**config.mk**
```make
export PLATFORM = sky130hd
export DESIGN_NAME = rst_ctrl
export DESIGN_NICKNAME = d
export VERILOG_FILES = /design/src/rtl/rst_ctrl.sv
export SDC_FILE = /design/constraint.sdc
export NUM_CORES = 1
export LEC_CHECK = 0
export CAP_MARGIN = 0
export CORE_MARGIN = 4
export CORE_UTILIZATION = 45
export DETAILED_ROUTE_END_ITERATION = 12
export GPL_TIMING_DRIVEN = 1
export PLACE_DENSITY_LB_ADDON = 0.08
export SLEW_MARGIN = 15
export SYNTH_ARGS = -nofsm -noshare
export SYNTH_HDL_FRONTEND = slang
export SYNTH_SLANG_ARGS = --single-unit
```
**constraint.sdc**
```tcl
create_clock -name clk -period 2 [get_ports clk]
set_input_delay 0.5 -clock clk [delete_from_list [all_inputs] [get_ports clk]]
set_output_delay 0.5 -clock clk [all_outputs]
set_load 0.01 [all_outputs]
```
**src/rtl/rst_ctrl.sv**
```systemverilog
// Reset controller: asynchronous assert, synchronised release, then staged
// peripheral/core release after a hold period; software reset and cause tracking.
module rst_ctrl #(
    parameter int unsigned SYNC_STAGES = 2,
    parameter int unsigned HOLD_CYCLES = 16,
    parameter int unsigned CORE_DELAY  = 4
) (
    input  logic       clk,
    input  logic       rst_n,
    input  logic       sw_rst_req,
    output logic       rst_periph_n,
    output logic       rst_core_n,
    output logic       rst_done,
    output logic [1:0] rst_cause
);

    localparam int unsigned CntMax = (HOLD_CYCLES > CORE_DELAY) ? HOLD_CYCLES : CORE_DELAY;
    localparam int unsigned CntW   = $clog2(CntMax + 1);

    typedef enum logic [1:0] {
        StReset,
        StHold,
        StPeriph,
        StRun
    } state_e;

    state_e                 state_q, state_d;
    logic [CntW-1:0]        cnt_q, cnt_d;
    logic                   periph_q, periph_d;
    logic                   core_q, core_d;
    logic [1:0]             cause_q, cause_d;
    logic [SYNC_STAGES-1:0] sync_q;
    logic                   sync_ok;

    // Release synchroniser: cleared asynchronously, fills with ones on each edge.
    always_ff @(posedge clk or negedge rst_n) begin
        if (!rst_n) begin
            sync_q <= '0;
        end else begin
            sync_q <= {sync_q[SYNC_STAGES-2:0], 1'b1};
        end
    end

    assign sync_ok = sync_q[SYNC_STAGES-1];

    always_comb begin
        state_d  = state_q;
        cnt_d    = cnt_q;
        periph_d = periph_q;
        core_d   = core_q;
        cause_d  = cause_q;
        unique case (state_q)
            StReset: begin
                if (sync_ok) begin
                    state_d = StHold;
                    cnt_d   = CntW'(HOLD_CYCLES - 1);
                end
            end
            StHold: begin
                if (cnt_q != '0) begin
                    cnt_d = cnt_q - CntW'(1);
                end else begin
                    state_d  = StPeriph;
                    periph_d = 1'b1;
                    cnt_d    = CntW'(CORE_DELAY - 1);
                end
            end
            StPeriph: begin
                if (cnt_q != '0) begin
                    cnt_d = cnt_q - CntW'(1);
                end else begin
                    state_d = StRun;
                    core_d  = 1'b1;
                end
            end
            StRun: begin
                // Software reset bypasses the synchroniser and restarts at the hold phase.
                if (sw_rst_req) begin
                    state_d  = StHold;
                    cnt_d    = CntW'(HOLD_CYCLES - 1);
                    periph_d = 1'b0;
                    core_d   = 1'b0;
                    cause_d  = 2'b10;
                end
            end
            default: state_d = StReset;
        endcase
    end

    always_ff @(posedge clk or negedge rst_n) begin
        if (!rst_n) begin
            state_q  <= StReset;
            cnt_q    <= '0;
            periph_q <= 1'b0;
            core_q   <= 1'b0;
            cause_q  <= 2'b01;
        end else begin
            state_q  <= state_d;
            cnt_q    <= cnt_d;
            periph_q <= periph_d;
            core_q   <= core_d;
            cause_q  <= cause_d;
        end
    end

    assign rst_periph_n = periph_q;
    assign rst_core_n   = core_q;
    assign rst_done     = core_q;
    assign rst_cause    = cause_q;

endmodule
```
==> summary by stage <==
Floorplanning
The die is around 47 um tall. The number of placement rows is 13. Measured along the x axis, the die boundary spans 46.8 um.

The die covers 2190 um^2. The area of the core region is 1370 um^2. 8 I/O pins were placed.

The initial cell density of the core is roughly half.

Global route
For this run, the total global-route usage over all layers was measured as 13.8%. The initial antenna violation count came to 0. The number of global-route vias before repair is slightly below 500. The largest net degree at the start of global routing is 14. The first global-routing pass estimated 2110 um of wire. The remaining global-route overflow is 0.

Clock tree
CTS built an H-tree with a depth of 1. Clock tree synthesis selected as its root buffer the cell sky130_fd_sc_hd__clkbuf_4. The number of hold-repair buffers added at the cts stage is 0. TritonCTS built the clock tree. The clock drives 13 sinks.

In this run the post-CTS setup repair buffer count came out at 0. Clock tree synthesis inserted a total of 3 buffers. The total of cells resized after clock tree synthesis is 0. The longest clock path from root to sink contains 2 buffers. The clock network latency to the later pin of the worst-skew pair is ~270 ps.

Clock-pin slew was measured on the worst setup and hold paths at roughly 80 ps.

Power and ir drop
The switching fraction of total power is 39.1%. The leakage power total is 0.380 nW. The net switching power is 0.492 mW.

Power spread over the standard cell area amounts to ~1500 nW/um^2. The internal power of the cells totals 0.765 mW. The worst-case IR drop observed on VDD is 0.770 mV. The relative contribution of the clock network to total power is 12.9%. The fraction of power consumed by sequential logic is 34.7%. The combinational fraction of design power is 52.4%.

Worst setup path
The largest fanout of any net on the critical path is 2. The category of cells accounting for the largest share of critical-path delay is flip-flops. At the worst endpoint, the required time is 1500 ps. The number of cell instances on the worst register-to-register path is 6. The worst setup path is captured at an output port. On the worst path, the slowest cell contributes a delay of 530 ps. The signal on the critical path passes through clkdlybuf4s50_1.

In this run the number of cells on the critical path is 1. The slowest stage of the critical path is the sky130_fd_sc_hd__dfstp_2 cell. The type of origin of the critical path is a register. The setup path with the least slack is of type reg2out. The arrival time of data at the critical path endpoint is 1330 ps. Together, buffers and inverters on the worst path number 1.

Placement
Detailed placement finished with a half-perimeter wire length of 965 um. The congestion estimate from routability-driven global placement came to 0.766. Buffers placed on the I/O ports in this run total 7.

Cells and area
The final layout contains 88 nets. The share of final-layout standard cells stronger than drive strength 1 is 16.7%. The repair_antennas step left the layout with diodes totalling 0. Compared with the post-synthesis result, the final layout area differs by 22.5%.

Yosys
The biggest area contributor in the post-synthesis netlist is sky130_fd_sc_hd__dfrtp_1. The share of the synthesized area in the top cell type is 44.3%. The leading cell type by number of instances after synthesis is sky130_fd_sc_hd__dfrtp_1. The number of synthesized flops with an enable pin is 0.

A synthesized cell averages 10.9 um^2. After synthesis, the most frequently instantiated cells are sky130_fd_sc_hd__dfrtp_1 (12), sky130_fd_sc_hd__inv_1 (7), sky130_fd_sc_hd__a21oi_1 (6), sky130_fd_sc_hd__ha_1 (6), sky130_fd_sc_hd__o21ai_0 (3). The synthesized area is a little under 700 um^2. The number of warning messages in the yosys log is 0. The share of async-settable or async-resettable flops after synthesis is 100%.

In the synthesized netlist the dominant register cell turns out to be sky130_fd_sc_hd__dfrtp_1. Ranked by total cell area, the synthesized netlist is headed by sky130_fd_sc_hd__dfrtp_1 (44%), sky130_fd_sc_hd__ha_1 (11%), sky130_fd_sc_hd__a21oi_1 (4.4%). The number of synthesized register bits is 13.

Counting every net in the synthesized netlist gives 71. Of the synthesized area, sequential elements account for approximately 48%. Yosys mapped the design onto 28 distinct sky130hd cell types. Synthesis handed over a netlist of 62 instances.

Run status
The run finished with clean final reports.

Timing
The worst hold slack after final layout is 365 ps. The total setup violations reported at the end of the flow is 0. The final count of hold timing violations is 0.

The number of pins exceeding their max-slew limit in the final report is 0. Setup repair after global routing left no endpoint under its margin. Static timing analysis puts the maximum clock frequency at 547 MHz.

The worst-case clock skew is 0.748 ps. The smallest clock period supported by the final layout is computed as approximately 1800 ps. The slew of the pin with the lowest slew margin is 589 ps. The ratio of final minimum period to clock period is 91.3%.

The tightest slew margin relative to the limit is 60.6%. The setup total negative slack is 0 ps.

Hold path
The path class of the tightest hold or removal check is reg2reg. Along the worst hold path, the cell count comes to 0.

Drt
The per-cell routed wire length is 13.5 um. The aggregate routed wire length is 1260 um. The remaining design rule violation count is 0.

The final antenna-violating net count is 0. Detailed routing inserted a total of a little over 500 vias. After detailed routing, the number of vias per cell comes to 5.51. The number of violations reported at the end of detailed-routing iteration 0 is 12. The iteration count of the initial detailed-routing pass is 4.

Flow run
Across the run, the number of max-cap violations was 0.
-- final timing paths --
check	from	end	slack (ps)
min in group asynchronous	rst_n	rst_periph_n	600
worst min-delay path	sync_q[0]	sync_q[1]	360
worst min register to register	sync_q[0]	sync_q[1]	360
worst max-delay path	rst_cause[0]	rst_cause[0]	170
worst max register to register	cnt_q[0]	cnt_q[3]	200
max in group asynchronous	rst_n	cnt_q[0]	1020
-- kinds of logic after synthesis --
group | Yosys count | share of synthesized area [%]
buffers and inverters | 9 | 5.54
muxes | 2 | 3.14
DFF | 13 | 48.2
adders and majority gates | 6 | 11.1
and+or+nand+nor | 7 | 7.93
AOI/OAI and AO/OA | 24 | 23.6
other | 1 | 0.553
-- layout by cell type (no fill, tap or decap), types with 2 or more instances in the layout --
master	synthesis	layout
sky130_fd_sc_hd__o22a_1	2	2
sky130_fd_sc_hd__nand2b_1	2	2
sky130_fd_sc_hd__clkbuf_4	0	3
sky130_fd_sc_hd__a22o_1	2	2
sky130_fd_sc_hd__buf_4	1	6
sky130_fd_sc_hd__o22ai_1	2	2
sky130_fd_sc_hd__ha_1	6	6
sky130_fd_sc_hd__inv_1	7	7
sky130_fd_sc_hd__a21oi_1	6	6
sky130_fd_sc_hd__clkdlybuf4s50_1	0	7
sky130_fd_sc_hd__o21ai_0	3	3
sky130_fd_sc_hd__dfrtp_1	12	12
sky130_fd_sc_hd__o21ai_1	2	2
-- power by group through the flow --
| stage | combinational, mW | clock [mW] | sequential, mW |
|---|---|---|---|
| 2_1_floorplan | 0.461 | 0 | 0.432 |
| 3_3_place_gp | 0.648 | 0 | 0.437 |
| 3_5_place_dp | 0.658 | 0 | 0.443 |
| 4_1_cts | 0.665 | 0.170 | 0.438 |
| 5_1_grt | 0.731 | 0.182 | 0.452 |
| 6_report | 0.659 | 0.163 | 0.436 |
-- state kept, by name, indices dropped and copies added (netlist names) --
name / flops
rst_periph_n: 1
sync_q: 2
rst_cause: 2
rst_core_n: 1
cnt_q: 5
state_q: 2
-- per-layer routing --
metal,share of wire (%),vias to the layer above,track usage (%)
met3,5.2,2,2.30
li1,-,257,-
met5,0,-,0
met2,43,10,20.9
met1,50,243,19.0
met4,0.95,0,6.63
-- layout make-up --
cell class | count | area [um^2]
multi-input combinational | 40 | 314
sequential | 13 | 327
clock buffer | 4 | 26.3
inverter | 8 | 30.0
timing repair buffer | 13 | 115
fill | 119 | 536
tap | 15 | 18.8
-- through the flow --
step	setup WS (ps)	instance area, um^2	power (mW)	util [%]	instances
final	173	831	1.26	60.8	93
after global routing	96.9	831	1.37	60.8	93
after CTS	155	831	1.27	60.8	93
after detailed placement	21.8	805	1.10	58.9	89
after global placement	43.3	805	1.08	58.9	89
after floorplan	236	678	0.893	-	62
Power figures use the tool's default switching activity.
